--- src/rtl/dcache_miss_ctrl_pkg.sv ---
// Shared types and constants for the data-cache miss controller.
package dcache_miss_ctrl_pkg;

  localparam int unsigned WORDS_PER_BLOCK_DEF = 8;
  localparam int unsigned MEM_LATENCY_DEF     = 4;
  localparam int unsigned BLOCK_OFFSET_W      = 4;
  localparam int unsigned ADDR_W              = 16;
  localparam int unsigned WORD_IDX_W          = 3;

  typedef logic [ADDR_W-1:0]     addr_t;
  typedef logic [WORD_IDX_W-1:0] word_idx_t;

  typedef enum logic {
    IDLE = 1'b0,
    FILL = 1'b1
  } state_e;

  // Main-memory request as driven onto the bus.
  typedef struct packed {
    logic  en;
    logic  wr;
    addr_t addr;
  } mem_req_t;

  // Halfword-aligned address of word `idx` inside the block holding `a`.
  function automatic addr_t fill_addr(addr_t a, word_idx_t idx);
    return {a[ADDR_W-1:BLOCK_OFFSET_W], idx, 1'b0};
  endfunction

endpackage

--- src/rtl/dcache_miss_ctrl_if.sv ---
// Pipeline/memory-side signal bundle of the miss controller.
interface dcache_miss_ctrl_if;

  logic                           M_MemRead;
  logic                           M_MemWrite;
  dcache_miss_ctrl_pkg::addr_t    M_Addr;
  logic                           hit;
  logic                           mem_data_valid;
  logic                           mem_en;
  logic                           mem_wr;
  dcache_miss_ctrl_pkg::addr_t    mem_addr;
  logic                           fill_wen;
  dcache_miss_ctrl_pkg::word_idx_t fill_word;
  logic                           tag_wen;
  logic                           stall;

  // Environment side: pipeline, tag compare and main memory.
  modport master (
    output M_MemRead, M_MemWrite, M_Addr, hit, mem_data_valid,
    input  mem_en, mem_wr, mem_addr, fill_wen, fill_word, tag_wen, stall
  );

  // Controller side.
  modport slave (
    input  M_MemRead, M_MemWrite, M_Addr, hit, mem_data_valid,
    output mem_en, mem_wr, mem_addr, fill_wen, fill_word, tag_wen, stall
  );

endinterface

--- src/rtl/dcache_miss_ctrl_fill_counter.sv ---
// Enable-gated up-counter with synchronous clear and async active-low reset.
module fill_counter #(
  parameter int unsigned WIDTH = 4
) (
  input  logic             clk,
  input  logic             rst_n,
  input  logic             clr,
  input  logic             wen,
  output logic [WIDTH-1:0] cnt_q
);

  logic [WIDTH-1:0] cnt_d;

  always_comb begin
    cnt_d = cnt_q;
    if (clr) begin
      cnt_d = '0;
    end else if (wen) begin
      cnt_d = cnt_q + WIDTH'(1);
    end
  end

  always_ff @(posedge clk or negedge rst_n) begin
    if (!rst_n) begin
      cnt_q <= '0;
    end else begin
      cnt_q <= cnt_d;
    end
  end

endmodule

--- src/rtl/dcache_miss_ctrl.sv ---
// Data-cache miss controller: stalls on a miss, streams an 8-word block fill
// from pipelined memory, and issues write-through requests for store hits.
module dcache_miss_ctrl
  import dcache_miss_ctrl_pkg::*;
#(
  parameter int unsigned WORDS_PER_BLOCK = WORDS_PER_BLOCK_DEF,
  parameter int unsigned MEM_LATENCY     = MEM_LATENCY_DEF
) (
  input  logic              clk,
  input  logic              rst_n,
  dcache_miss_ctrl_if.slave bus
);

  localparam int unsigned RECV_W  = $clog2(WORDS_PER_BLOCK);
  localparam int unsigned ISSUE_W = RECV_W + 1;

  // The word index port is fixed at 3 bits, so the block must hold 8 words.
  if (WORDS_PER_BLOCK != (1 << WORD_IDX_W) || MEM_LATENCY == 0) begin : g_cfg_check
    $error("dcache_miss_ctrl: unsupported WORDS_PER_BLOCK/MEM_LATENCY");
  end

  state_e              state_q, state_d;
  logic [ISSUE_W-1:0]  issue_cnt;
  logic [RECV_W-1:0]   recv_cnt;
  logic                cnt_clr_c;
  logic                issue_en_c;
  logic                recv_en_c;
  logic                miss_c;
  logic                store_hit_c;
  mem_req_t            req_c;

  assign miss_c      = (bus.M_MemRead | bus.M_MemWrite) & ~bus.hit;
  assign store_hit_c = bus.M_MemWrite & bus.hit;

  always_comb begin
    state_d       = state_q;
    cnt_clr_c     = 1'b0;
    issue_en_c    = 1'b0;
    recv_en_c     = 1'b0;
    req_c         = '0;
    bus.stall     = 1'b0;
    bus.fill_wen  = 1'b0;
    bus.fill_word = '0;
    bus.tag_wen   = 1'b0;

    case (state_q)
      IDLE: begin
        bus.stall = miss_c;
        if (miss_c) begin
          state_d   = FILL;
          cnt_clr_c = 1'b1;
        end else if (store_hit_c) begin
          req_c = '{en: 1'b1, wr: 1'b1, addr: bus.M_Addr};
        end
      end

      FILL: begin
        bus.stall = 1'b1;
        // Request issue and data return run independently in the same cycle.
        if (issue_cnt < ISSUE_W'(WORDS_PER_BLOCK)) begin
          issue_en_c = 1'b1;
          req_c      = '{en: 1'b1, wr: 1'b0,
                         addr: fill_addr(bus.M_Addr, issue_cnt[RECV_W-1:0])};
        end
        if (bus.mem_data_valid) begin
          recv_en_c     = 1'b1;
          bus.fill_wen  = 1'b1;
          bus.fill_word = recv_cnt;
          if (recv_cnt == RECV_W'(WORDS_PER_BLOCK - 1)) begin
            bus.tag_wen = 1'b1;
            state_d     = IDLE;
          end
        end
      end

      default: state_d = IDLE;
    endcase
  end

  assign bus.mem_en   = req_c.en;
  assign bus.mem_wr   = req_c.wr;
  assign bus.mem_addr = req_c.addr;

  fill_counter #(.WIDTH(ISSUE_W)) u_issue_cnt (
    .clk   (clk),
    .rst_n (rst_n),
    .clr   (cnt_clr_c),
    .wen   (issue_en_c),
    .cnt_q (issue_cnt)
  );

  fill_counter #(.WIDTH(RECV_W)) u_recv_cnt (
    .clk   (clk),
    .rst_n (rst_n),
    .clr   (cnt_clr_c),
    .wen   (recv_en_c),
    .cnt_q (recv_cnt)
  );

  always_ff @(posedge clk or negedge rst_n) begin
    if (!rst_n) begin
      state_q <= IDLE;
    end else begin
      state_q <= state_d;
    end
  end

endmodule
--- src/flat_wrapper.sv ---
// flat-port wrapper written by rule: the top's interface ports become plain ports
module dcache_miss_ctrl_flat import dcache_miss_ctrl_pkg::*;
#(
  parameter int unsigned WORDS_PER_BLOCK = WORDS_PER_BLOCK_DEF,
  parameter int unsigned MEM_LATENCY     = MEM_LATENCY_DEF
)
  (clk, rst_n, bus_M_MemRead, bus_M_MemWrite, bus_M_Addr, bus_hit, bus_mem_data_valid, bus_mem_en, bus_mem_wr, bus_mem_addr, bus_fill_wen, bus_fill_word, bus_tag_wen, bus_stall);
  dcache_miss_ctrl_if bus_i ();
  input  logic clk;
  input  logic rst_n;
  input wire logic [$bits(bus_i.M_MemRead)-1:0] bus_M_MemRead;
  input wire logic [$bits(bus_i.M_MemWrite)-1:0] bus_M_MemWrite;
  input wire logic [$bits(bus_i.M_Addr)-1:0] bus_M_Addr;
  input wire logic [$bits(bus_i.hit)-1:0] bus_hit;
  input wire logic [$bits(bus_i.mem_data_valid)-1:0] bus_mem_data_valid;
  output wire logic [$bits(bus_i.mem_en)-1:0] bus_mem_en;
  output wire logic [$bits(bus_i.mem_wr)-1:0] bus_mem_wr;
  output wire logic [$bits(bus_i.mem_addr)-1:0] bus_mem_addr;
  output wire logic [$bits(bus_i.fill_wen)-1:0] bus_fill_wen;
  output wire logic [$bits(bus_i.fill_word)-1:0] bus_fill_word;
  output wire logic [$bits(bus_i.tag_wen)-1:0] bus_tag_wen;
  output wire logic [$bits(bus_i.stall)-1:0] bus_stall;
  assign bus_i.M_MemRead = bus_M_MemRead;
  assign bus_i.M_MemWrite = bus_M_MemWrite;
  assign bus_i.M_Addr = bus_M_Addr;
  assign bus_i.hit = bus_hit;
  assign bus_i.mem_data_valid = bus_mem_data_valid;
  assign bus_mem_en = bus_i.mem_en;
  assign bus_mem_wr = bus_i.mem_wr;
  assign bus_mem_addr = bus_i.mem_addr;
  assign bus_fill_wen = bus_i.fill_wen;
  assign bus_fill_word = bus_i.fill_word;
  assign bus_tag_wen = bus_i.tag_wen;
  assign bus_stall = bus_i.stall;
  dcache_miss_ctrl #(.WORDS_PER_BLOCK(WORDS_PER_BLOCK), .MEM_LATENCY(MEM_LATENCY)) u_core (.clk(clk), .rst_n(rst_n), .bus(bus_i));
endmodule
--- config.mk ---
export PLATFORM = sky130hd
export DESIGN_NAME = dcache_miss_ctrl_flat
export DESIGN_NICKNAME = d
export VERILOG_FILES = /design/src/rtl/dcache_miss_ctrl_pkg.sv /design/src/rtl/dcache_miss_ctrl_if.sv /design/src/rtl/dcache_miss_ctrl_fill_counter.sv /design/src/rtl/dcache_miss_ctrl.sv /design/src/flat_wrapper.sv
export SDC_FILE = /design/constraint.sdc
export NUM_CORES = 1
export LEC_CHECK = 0
export BUFFER_PORTS_ARGS = -buffer_cell sky130_fd_sc_hd__buf_2
export CORE_MARGIN = 2
export CORE_UTILIZATION = 41
export CTS_CLUSTER_DIAMETER = 40
export CTS_CLUSTER_SIZE = 14
export DETAILED_ROUTE_END_ITERATION = 12
export PLACE_DENSITY_LB_ADDON = 0.25
export SLEW_MARGIN = 20
export SYNTH_ARGS = -nofsm -noshare
export SYNTH_HDL_FRONTEND = slang
export SYNTH_SLANG_ARGS = --single-unit
export TNS_END_PERCENT = 10
--- constraint.sdc ---
create_clock -name clk -period 2.1 [get_ports clk]
set_input_delay 0.105 -clock clk [delete_from_list [all_inputs] [get_ports clk]]
set_output_delay 0.105 -clock clk [all_outputs]
set_load 0.005 [all_outputs]
==> Word-level counts from Yosys, hierarchy flattened <==
Cells that the tools add are included.
{ "totals": {"output_inout_bits": 24, "regBits": 8, "in_bits": 22} }
{ "classes": {"addsub": 2, "order_cmp": 1, "reduce_logical": 2, "muxes": 23, "bitwise": 5, "eq_ne": 1} }
{ "ops": {"columns": ["op", "n"], "rows": [
  ["two-way mux 18 bit", 3],
  ["one-hot mux 18 bit (2 select lines)", 1],
  ["two-way mux 3 bit", 4],
  ["two-way mux 1 bit", 11],
  ["two-way mux 4 bit", 2],
  ["adder 4 x 1 -> 4 bit, second input constant", 1],
  ["< comparator 4 bit, second input constant", 1],
  ["one-hot mux 1 bit (2 select lines)", 2],
  ["nonzero test 2 bit", 2],
  ["adder 3 x 1 -> 3 bit, second input constant", 1],
  ["== test 3 bit, second input constant", 1],
  ["bitwise AND 1 bit", 2],
  ["NOT 1 bit", 2],
  ["bitwise OR 1 bit", 1]
]} }

==> Depth between registers and ports, before layout <==
Gate-level depths: netlist of run 1.
{ "logic_depth": {"depth_word": 5, "ltp_mapped": 6} }

==> Modules after synthesis <==
From an unflattened synthesis of run 1, not the netlist that was laid out.
{ "hier_totals": {"hier_cells": 61, "hier_area_um2": 629.4} }
{ "by_module_without_submodules": {"columns": ["mod", "instances", "cells_each", "area_per_inst_um2"], "rows": [
  ["dcache_miss_ctrl", 1, 34, 300.3],
  ["fill_counter at u_core.u_issue_cnt", 1, 16, 192.7],
  ["fill_counter at u_core.u_recv_cnt", 1, 11, 136.4]
]} }

==> Worst setup path after synthesis of run 1 <==
No wires, ideal clock.
{ "synth_path": {"path_type": "register -> output", "startpoint": "register u_core.state_q", "endpoint": "output port bus_mem_addr[10]", "n_path_buf": 3, "path_stages_with_launch": 7, "t_arrival_ns": 1.284, "setup_slack_ns": 0.711, "cell_sequence": "dfrtp_1 -> buf_4 -> nor2b_2 -> buf_2 -> or2_4 -> buf_6 -> and2_4"} }
{ "synth_between": {"elab_chain_cells": 2} }
{ "synth_rtl": {"columns": ["element", "line_no", "source"], "rows": [
  ["start: declaration", "dcache_miss_ctrl.sv:22", "state_e state_q, state_d;"],
  ["start signal: assignment", "dcache_miss_ctrl.sv:104", "state_q <= state_d;"],
  ["NOT 1 bit", "dcache_miss_ctrl.sv:46", "case (state_q)"],
  ["one-hot mux 18 bit (2 select lines) *", "dcache_miss_ctrl.sv:46", null],
  ["end: declaration", "flat_wrapper.sv:18", "output wire logic [$bits(bus_i.mem_addr)-1:0] bus_mem_addr;"]
]} }
Every way passes the cells marked *; elsewhere a longest branch is shown, timed or not.

==> Worst setup path in the final report of run 1 <==
{ "layout_path": {"startpoint": "register u_core.state_q", "endpoint": "output port bus_mem_addr[14]"} }
The elaborated chain is that of the path after synthesis.

==> metrics.cfg, run 1 <==
[run_status]
status = finished, final reports clean

[critical_path]
critPathSlowestCell = dfrtp_1
setup.worst_path.start_class = register
crit_family = simple AND/OR/NAND/NOR gates
critPathKind = register to primary output
required_ns = 2.00
end_kind = primary output
worstPathArrival_ns = 1.59
timing.critical_path.buf_inv = 1
crit_start = u_core.state_q
r2r-start = u_core.state_q
crit_chain = nor2b_2 > or2_4 > and2_4 > buf_2
crit_path_max_incr_delay_ns = 0.47
crit_fanout = 13

[routing]
drtPass1Iterations = 4
routedWlPerCell_um = 10.9
via_per_inst = 4.64
finalWirelength_mm = 1.33
detail-route-antenna-nets = 0
drc = 0
drt_first_iter_violations = 4
vias = 566

[logic_synthesis]
ys.warnings.count = 0
synth_cells = 61
netlist.area_leader.share = 0.340
synth_area_leader_cell = dfrtp_1
avgSynthCellArea_um2 = 9.64
seq_area_frac_synth = 0.340
synth_area_um2 = 588
synth_nets = 86
synth.ff_latch_count = 8
yosysUniqueCellTypes = 26
synth.area.top_cells = dfrtp_1 34%, and2_4 13%, ha_1 6.4%, a22o_1 4.5%, and2_1 4.3%

[timing]
period_minus_slack_ns = 1.70
finalSetupViolCount = 0
tns_ns = 0
fin_skew_ns = 0.00360
slew_violations = 0
timing.hold.ws_ns = 0.201
timing.final.crit_share = 0.807
fmax_mhz = 590
worst_pin_slew_ns = 0.308
relSlewSlack = 0.794
rsz0062_at_grt = no
finalHoldViolCount = 0

[cells_and_area]
stdcell_area_um2 = 837
post-route-util = 0.635
final_common_cell = buf_2
drive_gt1_frac = 0.579
syn2layout_area_growth_pct = 42.3
diodes = 0
final_cell_mix = 45 x buf_2, 9 x and2_4, 8 x dfrtp_1
nets = 134

[grt]
grt_pass1_vias = 501
grt_first_pass_wirelength_mm = 2.24
overflow = 0
antenna_found_initial = 0
grt.total_usage = 0.165
grt_max_degree = 14

[power_and_ir_drop]
peakVddDrop_mv = 0.618
p_leak_nw = 0.499
powerDensity_nw_per_um2 = 1190

[hold_path]
hold_path_class = input port to register
hold_start = bus_hit

[die]
rows = 13
fp.dieW_um = 41.9
coreArea_um2 = 1320
die_y_um = 41.9
initial_utilization = 0.446
dieArea_um2 = 1750
io_pins = 46

[placement]
port_buffers = 45
gp_congestion = 0.695
post_dp_cell_area_um2 = 805

[cts]
cts_setup_buffers = 0
cts_sinks = 8
clockBufferDepth = 2
h-tree-depth = 1
cts_resized = 0
cts_tree = built
cts-buffers-inserted = 3
clk_latency_ns = 0.25
hold_buffers = 1
cts-root-buf = clkbuf_4
clk_pin_slew_worst_paths_ns = 0.05

[flow_run]
max-cap-violations = 0

[cells in the mapped netlist, drive strengths merged]
cell and n:
ha 3, nand3b 1, nor3 1, dfrtp 8
nand2b 1, and3 4, a22o 3, and3b 1
buf 4, xnor2 2, o21ai 2, or2 1
nand2 4, inv 2, o21bai 1, nor2b 1
nand4 1, a21boi 1, xor2 1, o2bb2ai 2
nor2 4, and2 13
[sequential cells by signal, summed over array words and instances (netlist names)]
register                  count
u_core.state_q                1
u_core.u_recv_cnt.cnt_q       3
u_core.u_issue_cnt.cnt_q      4
[metrics by stage]
| stage | total power, W | cells | setup slack, ns |
|---|---|---|---|
| global placement | 0.000872 | 118 | 0.709 |
| floorplan | 0.000716 | 61 | 0.711 |
| CTS | 0.00102 | 122 | 0.391 |
| finish | 0.000996 | 122 | 0.405 |
| detailed placement | 0.000891 | 118 | 0.673 |
| global route | 0.00109 | 122 | 0.260 |
[where the power goes]
| part | switching (W) | internal, W |
|---|---|---|
| registers | 0.0000739 | 0.000231 |
| logic | 0.000243 | 0.000334 |
| clock network | 0.0000493 | 0.0000652 |
[worst reg2reg max path: cells and delay by family (launching register included)]
| kind | cells | cell delay (ns) |
|---|---|---|
| AO/OA/AOI/OAI | 1 | 0.07 |
| flip-flops | 1 | 0.47 |
| AND/OR/NAND/NOR | 2 | 0.52 |
[final timing paths]
check | to | slack (ns) | depth (start not counted)
min in group asynchronous | u_core.u_recv_cnt.cnt_q[2] | 0.23 | 2
worst max register to register | u_core.u_issue_cnt.cnt_q[1] | 0.92 | 3
worst min register to register | u_core.u_recv_cnt.cnt_q[1] | 0.54 | 2
worst min-delay path | u_core.state_q | 0.20 | 3
worst max-delay path | bus_mem_addr[14] | 0.40 | 4
max in group asynchronous | u_core.u_issue_cnt.cnt_q[0] | 1.70 | 2
[cell type report]
type	instances	area, um2
Multi-Input combinational cell	47	345
Fill cell	122	480
Timing Repair Buffer	47	243
Tap cell	15	18.8
Sequential cell	8	200
Clock buffer	3	22.5
Inverter	2	7.51
[layer usage]
| metal | global-route usage | part of all wire | vias to the layer above |
|---|---|---|---|
| met5 | 0 | 0 | - |
| met4 | 0.0774 | 0 | 0 |
| met3 | 0.0478 | 0.069 | 0 |
| met2 | 0.281 | 0.51 | 21 |
| met1 | 0.188 | 0.42 | 245 |
| li1 | - | - | 300 |
[logic make-up after synthesis]
| group | Yosys count | share of synthesized area |
|---|---|---|
| and+or+nand+nor | 32 | 0.362 |
| AOI/OAI and AO/OA | 9 | 0.117 |
| DFF | 8 | 0.340 |
| buffers and inverters | 6 | 0.0723 |
| xor gates and xnor gates | 3 | 0.0447 |
| adders and majority gates | 3 | 0.0638 |
Note: power is estimated with default switching activity, not from simulation.
==> run 2, diff against run 1 <==
Settings changed: ABC_AREA from default to 1, CORE_UTILIZATION 41 to 36.
Clock period 2.1 ns to 1.5 ns, I/O delays scaled along.
==> run 2 against run 1 <==
- synthesized cell count is 57% higher
- sequential power is 34% higher
- worst setup slack worse by 0.27 ns
- clock power is 33% higher
- clock-buffer cell count stayed put
- combinational power is 52% higher
- die area is 24% higher
- register-to-register slack worse by 0.51 ns
- global-route usage is 3.6 points lower
- worst hold slack worse by 0.035 ns
- design area is 11% higher
==> metrics.cfg, run 2 <==
[placement]
post_dp_cell_area_um2 = 893
port_buffers = 45
hpwl_mm = 1.18
gp_congestion = 0.684
dp_slack_ns = 0.390

[logic_synthesis]
yosys_most_used_dff = dfrtp_1
synth.ff_latch_count = 8
synth_edf_count = 0
synth_area_leader_cell = dfrtp_1
synth.most_common_cell = nand2_1
synth_common_cells = 27 x nand2_1, 23 x inv_1, 9 x nor2_1, 9 x nor2_2, 8 x dfrtp_1
synth_area_um2 = 657
postSynth.asyncResetShare = 1.00
ys.warnings.count = 0
seq_area_frac_synth = 0.305
avgSynthCellArea_um2 = 6.84
yosysUniqueCellTypes = 17
synth.area.top_cells = dfrtp_1 30%, nand2_1 15%, inv_1 13%, nor2_2 8.6%, ha_1 5.7%
synth_cells = 96
netlist.area_leader.share = 0.305
synth_nets = 121

[cts]
hold_buffers = 1
cts_setup_buffers = 0
clk_latency_ns = 0.24
cts_resized = 0
clockBufferDepth = 2
h-tree-depth = 1
cts-buffers-inserted = 3
clk_pin_slew_worst_paths_ns = 0.05
cts-root-buf = clkbuf_4
cts_tree = built
cts_sinks = 8

[cells_and_area]
drive_gt1_frac = 0.444
fillers = 188
diodes = 0
nets = 171
top_register = u_core.u_issue_cnt.cnt_q
stdcell_area_um2 = 926
syn2layout_area_growth_pct = 41.0
final_cell_mix = 45 x buf_2, 27 x nand2_1, 23 x inv_1, 9 x nor2_2, 9 x nor2_1
largest_register_ffs = 4
final_common_cell = buf_2
reg.largest.list = u_core.u_issue_cnt.cnt_q x4, u_core.u_recv_cnt.cnt_q x3, u_core.state_q x1
post-route-util = 0.536

[die]
io_pins = 46
coreArea_um2 = 1730
dieArea_um2 = 2180
fp.dieW_um = 46.7
die_y_um = 46.7
initial_utilization = 0.380
rows = 15

[grt]
grt_max_degree = 14
grt_pass1_vias = 543
grt_first_pass_wirelength_mm = 2.01
grt.total_usage = 0.129
overflow = 0
antenna_found_initial = 0

[timing]
fin_ws_ns = 0.137
finalSetupViolCount = 0
timing.hold.ws_ns = 0.166
slew_violations = 0
fin_skew_ns = 0.000640
fmax_mhz = 734
tns_ns = 0
finalHoldViolCount = 0
timing.final.crit_share = 0.909
rsz0062_at_grt = no
period_minus_slack_ns = 1.36
relSlewSlack = 0.838
worst_pin_slew_ns = 0.243

[critical_path]
setup.worst_path.start_class = register
crit_chain = nand2_2 > inv_8 > nor2_8 > nor2_1 > buf_2
critPathSlowestCell = dfrtp_1
end_kind = primary output
worstPathArrival_ns = 1.29
crit_fanout = 13
required_ns = 1.42
crit_path_max_incr_delay_ns = 0.40
critPathKind = register to primary output

[power_and_ir_drop]
powerDensity_nw_per_um2 = 1560
p_leak_nw = 0.637
peakVddDrop_mv = 0.762

[flow_run]
max-cap-violations = 0

[routing]
drtPass1Iterations = 3
routedWlPerCell_um = 8.02
via_per_inst = 4.00
drc = 0
drt_first_iter_violations = 8
detail-route-antenna-nets = 0
finalWirelength_mm = 1.36
vias = 676

[run_status]
status = finished, final reports clean

[hold_path]
hold_path_class = input port to register

## run 2: changes by cell type in the layout (fill, tap and decap cells not counted), sizes merged, moves of 3 or more
cell	delta
inv	+25
nand2	+24
nor2	+15
and2	-13
nand3	+6
and3	-4
a22o	-3
## run 2: layer usage
layer	routed length, um	vias to the layer above	global-route usage
met5	0	-	0
met4	0	0	0.0667
met3	86	0	0.0235
met2	670	21	0.231
met1	599	285	0.145
li1	-	370	-
## run 2: worst paths after layout
path	startpoint	to	slack (ns)	cells after the start
hold / removal	bus_mem_data_valid	u_core.state_q	0.17	4
setup / recovery	u_core.state_q	bus_mem_addr[5]	0.14	5
setup reg to reg	u_core.u_recv_cnt.cnt_q[0]	u_core.u_recv_cnt.cnt_q[2]	0.41	4
min in group asynchronous	rst_n	u_core.u_recv_cnt.cnt_q[2]	0.21	2
hold reg to reg	u_core.u_issue_cnt.cnt_q[3]	u_core.u_issue_cnt.cnt_q[3]	0.50	2
max in group asynchronous	rst_n	u_core.u_issue_cnt.cnt_q[1]	1.13	2
## run 2: power breakdown
group	internal [W]	switching [W]
Sequential	0.000320	0.0000898
Combinational	0.000381	0.000499
Clock	0.0000907	0.0000611
Total	0.000792	0.000650
## run 2: logic make-up after synthesis
family,count (synthesis),synth area share
AND/OR/NAND/NOR,53,0.396
buffers and inverters,28,0.200
flip-flops,8,0.305
adder cells (fa/ha/maj),3,0.0571
AO/OA/AOI/OAI,2,0.0152
XOR/XNOR,2,0.0267
## run 2: critical path: cells and delay by family, from the launching register on
kind	cells	cell delay, ns
buf+inv	2	0.19
flops	1	0.40
simple gates	3	0.45
## run 2: cell type report
| type | instances | area (um2) | area share |
|---|---|---|---|
| clock buffers | 3 | 22.5 | 0.0243 |
| inverters | 27 | 111 | 0.120 |
| multi-input cells | 60 | 325 | 0.351 |
| flip-flops and latches | 8 | 200 | 0.216 |
| well taps | 25 | 31.3 | 0.0338 |
| repair buffers | 46 | 235 | 0.254 |
## run 2: stage by stage
step | total power [W] | std cells
final | 0.00144 | 169
after global routing | 0.00162 | 169
after CTS | 0.00147 | 169
after detailed placement | 0.00131 | 165
after global placement | 0.00128 | 165
after floorplan | 0.00106 | 96
==> run 3, diff against run 2 <==
Settings changed: CAP_MARGIN from default to 20, CORE_ASPECT_RATIO from default to 1.4, GPL_ROUTABILITY_DRIVEN from default to 0.
==> run 3 against run 2 <==
- critical path depth is the same
- core utilization shrank 0.59 points
- design area shrank 0.68%
==> metrics.cfg, run 3 (synthesis results as in run 2) <==
[power_and_ir_drop]
powerDensity_nw_per_um2 = 1550
p_leak_nw = 0.637
peakVddDrop_mv = 0.760

[run_status]
status = finished, final reports clean

[critical_path]
end_kind = primary output
crit_path_max_incr_delay_ns = 0.41
setup.worst_path.start_class = register
critPathSlowestCell = dfrtp_1
worstPathArrival_ns = 1.30
required_ns = 1.42
timing.critical_path.buf_inv = 2
crit_family = simple AND/OR/NAND/NOR gates
crit_chain = nand2_2 > inv_8 > nor2_8 > nor2_1 > buf_2
crit_fanout = 13
critPathKind = register to primary output

[timing]
finalHoldViolCount = 0
relSlewSlack = 0.836
period_minus_slack_ns = 1.37
fin_ws_ns = 0.128
timing.final.crit_share = 0.915
fmax_mhz = 729
worst_pin_slew_ns = 0.245
tns_ns = 0
finalSetupViolCount = 0
fin_skew_ns = 0.00898
rsz0062_at_grt = no
timing.hold.ws_ns = 0.167
slew_violations = 0

[routing]
via_per_inst = 4.20
routedWlPerCell_um = 7.99
detail-route-antenna-nets = 0
drtPass1Iterations = 3
drc = 0
vias = 689
finalWirelength_mm = 1.31
drt_first_iter_violations = 9

[cts]
cts-buffers-inserted = 3
h-tree-depth = 1
cts_tree = built
clk_pin_slew_worst_paths_ns = 0.06
cts_setup_buffers = 0
cts_resized = 0
clk_latency_ns = 0.25
clockBufferDepth = 2
hold_buffers = 1
cts_sinks = 8
cts-root-buf = clkbuf_4

[cells_and_area]
post-route-util = 0.530
largest_register_ffs = 4
drive_gt1_frac = 0.444
diodes = 0
final-instance-count-excl-fill = 164
fillers = 184
syn2layout_area_growth_pct = 40.0
final_common_cell = buf_2
final_cell_mix = 45 x buf_2, 27 x nand2_1, 23 x inv_1, 9 x nor2_2, 9 x nor2_1
nets = 171
multiInputGateArea_um2 = 325
top_register = u_core.u_issue_cnt.cnt_q
ff_latch_area_um2 = 200
reg.largest.list = u_core.u_issue_cnt.cnt_q x4, u_core.u_recv_cnt.cnt_q x3, u_core.state_q x1

[die]
fp.dieW_um = 40.1
coreArea_um2 = 1730
dieArea_um2 = 2190
rows = 18
io_pins = 46
initial_utilization = 0.379
die_y_um = 54.5

[grt]
grt_max_degree = 14
grt.total_usage = 0.140
antenna_found_initial = 0
grt_pass1_vias = 566
overflow = 0
grt_first_pass_wirelength_mm = 2.05

[placement]
dp_cells = 160
port_buffers = 45
dp_slack_ns = 0.380
hpwl_mm = 1.14

[flow_run]
max-cap-violations = 0

[hold_path]
hold_path_class = input port to register

## run 3: worst paths after layout
check	startpoint	to	depth (start not counted)	slack [ns]
worst min register to register	u_core.u_issue_cnt.cnt_q[3]	u_core.u_issue_cnt.cnt_q[3]	2	0.50
worst max-delay path	u_core.state_q	bus_mem_addr[6]	5	0.13
worst max register to register	u_core.u_recv_cnt.cnt_q[0]	u_core.u_recv_cnt.cnt_q[2]	4	0.40
worst min-delay path	bus_hit	u_core.state_q	4	0.17
max in group asynchronous	rst_n	u_core.u_recv_cnt.cnt_q[1]	2	1.12
min in group asynchronous	rst_n	u_core.u_recv_cnt.cnt_q[0]	2	0.20
## run 3: per-stage QoR
step / total power, W / area, um2
detailed placement: 0.00129 / 887
floorplan: 0.00106 / 657
CTS: 0.00146 / 920
finish: 0.00143 / 920
global route: 0.00162 / 920
global placement: 0.00128 / 887
## run 3: final cells by class
cell class                 instances  share of cell area
clock buffer                       3              0.0245
inverter                          27               0.121
multi-input combinational         60               0.354
sequential                         8               0.218
tap                               20              0.0272
timing repair buffer              46               0.256
## run 3: power breakdown
group | internal (W) | switching, W
registers | 0.000320 | 0.0000865
logic | 0.000380 | 0.000485
clock network | 0.0000910 | 0.0000648
total | 0.000791 | 0.000636
## run 3: tightest hold or removal path: stages
cell	delay [ns]
buf_2	0.11
inv_1	0.05
nand2_1	0.07
a21oi_1	0.06
## run 3: routing by layer
metal | GRT usage | share of wire
met3 | 0.0163 | 0.16
met4 | 0.103 | 0.012
met2 | 0.272 | 0.47
met5 | 0 | 0
met1 | 0.120 | 0.36
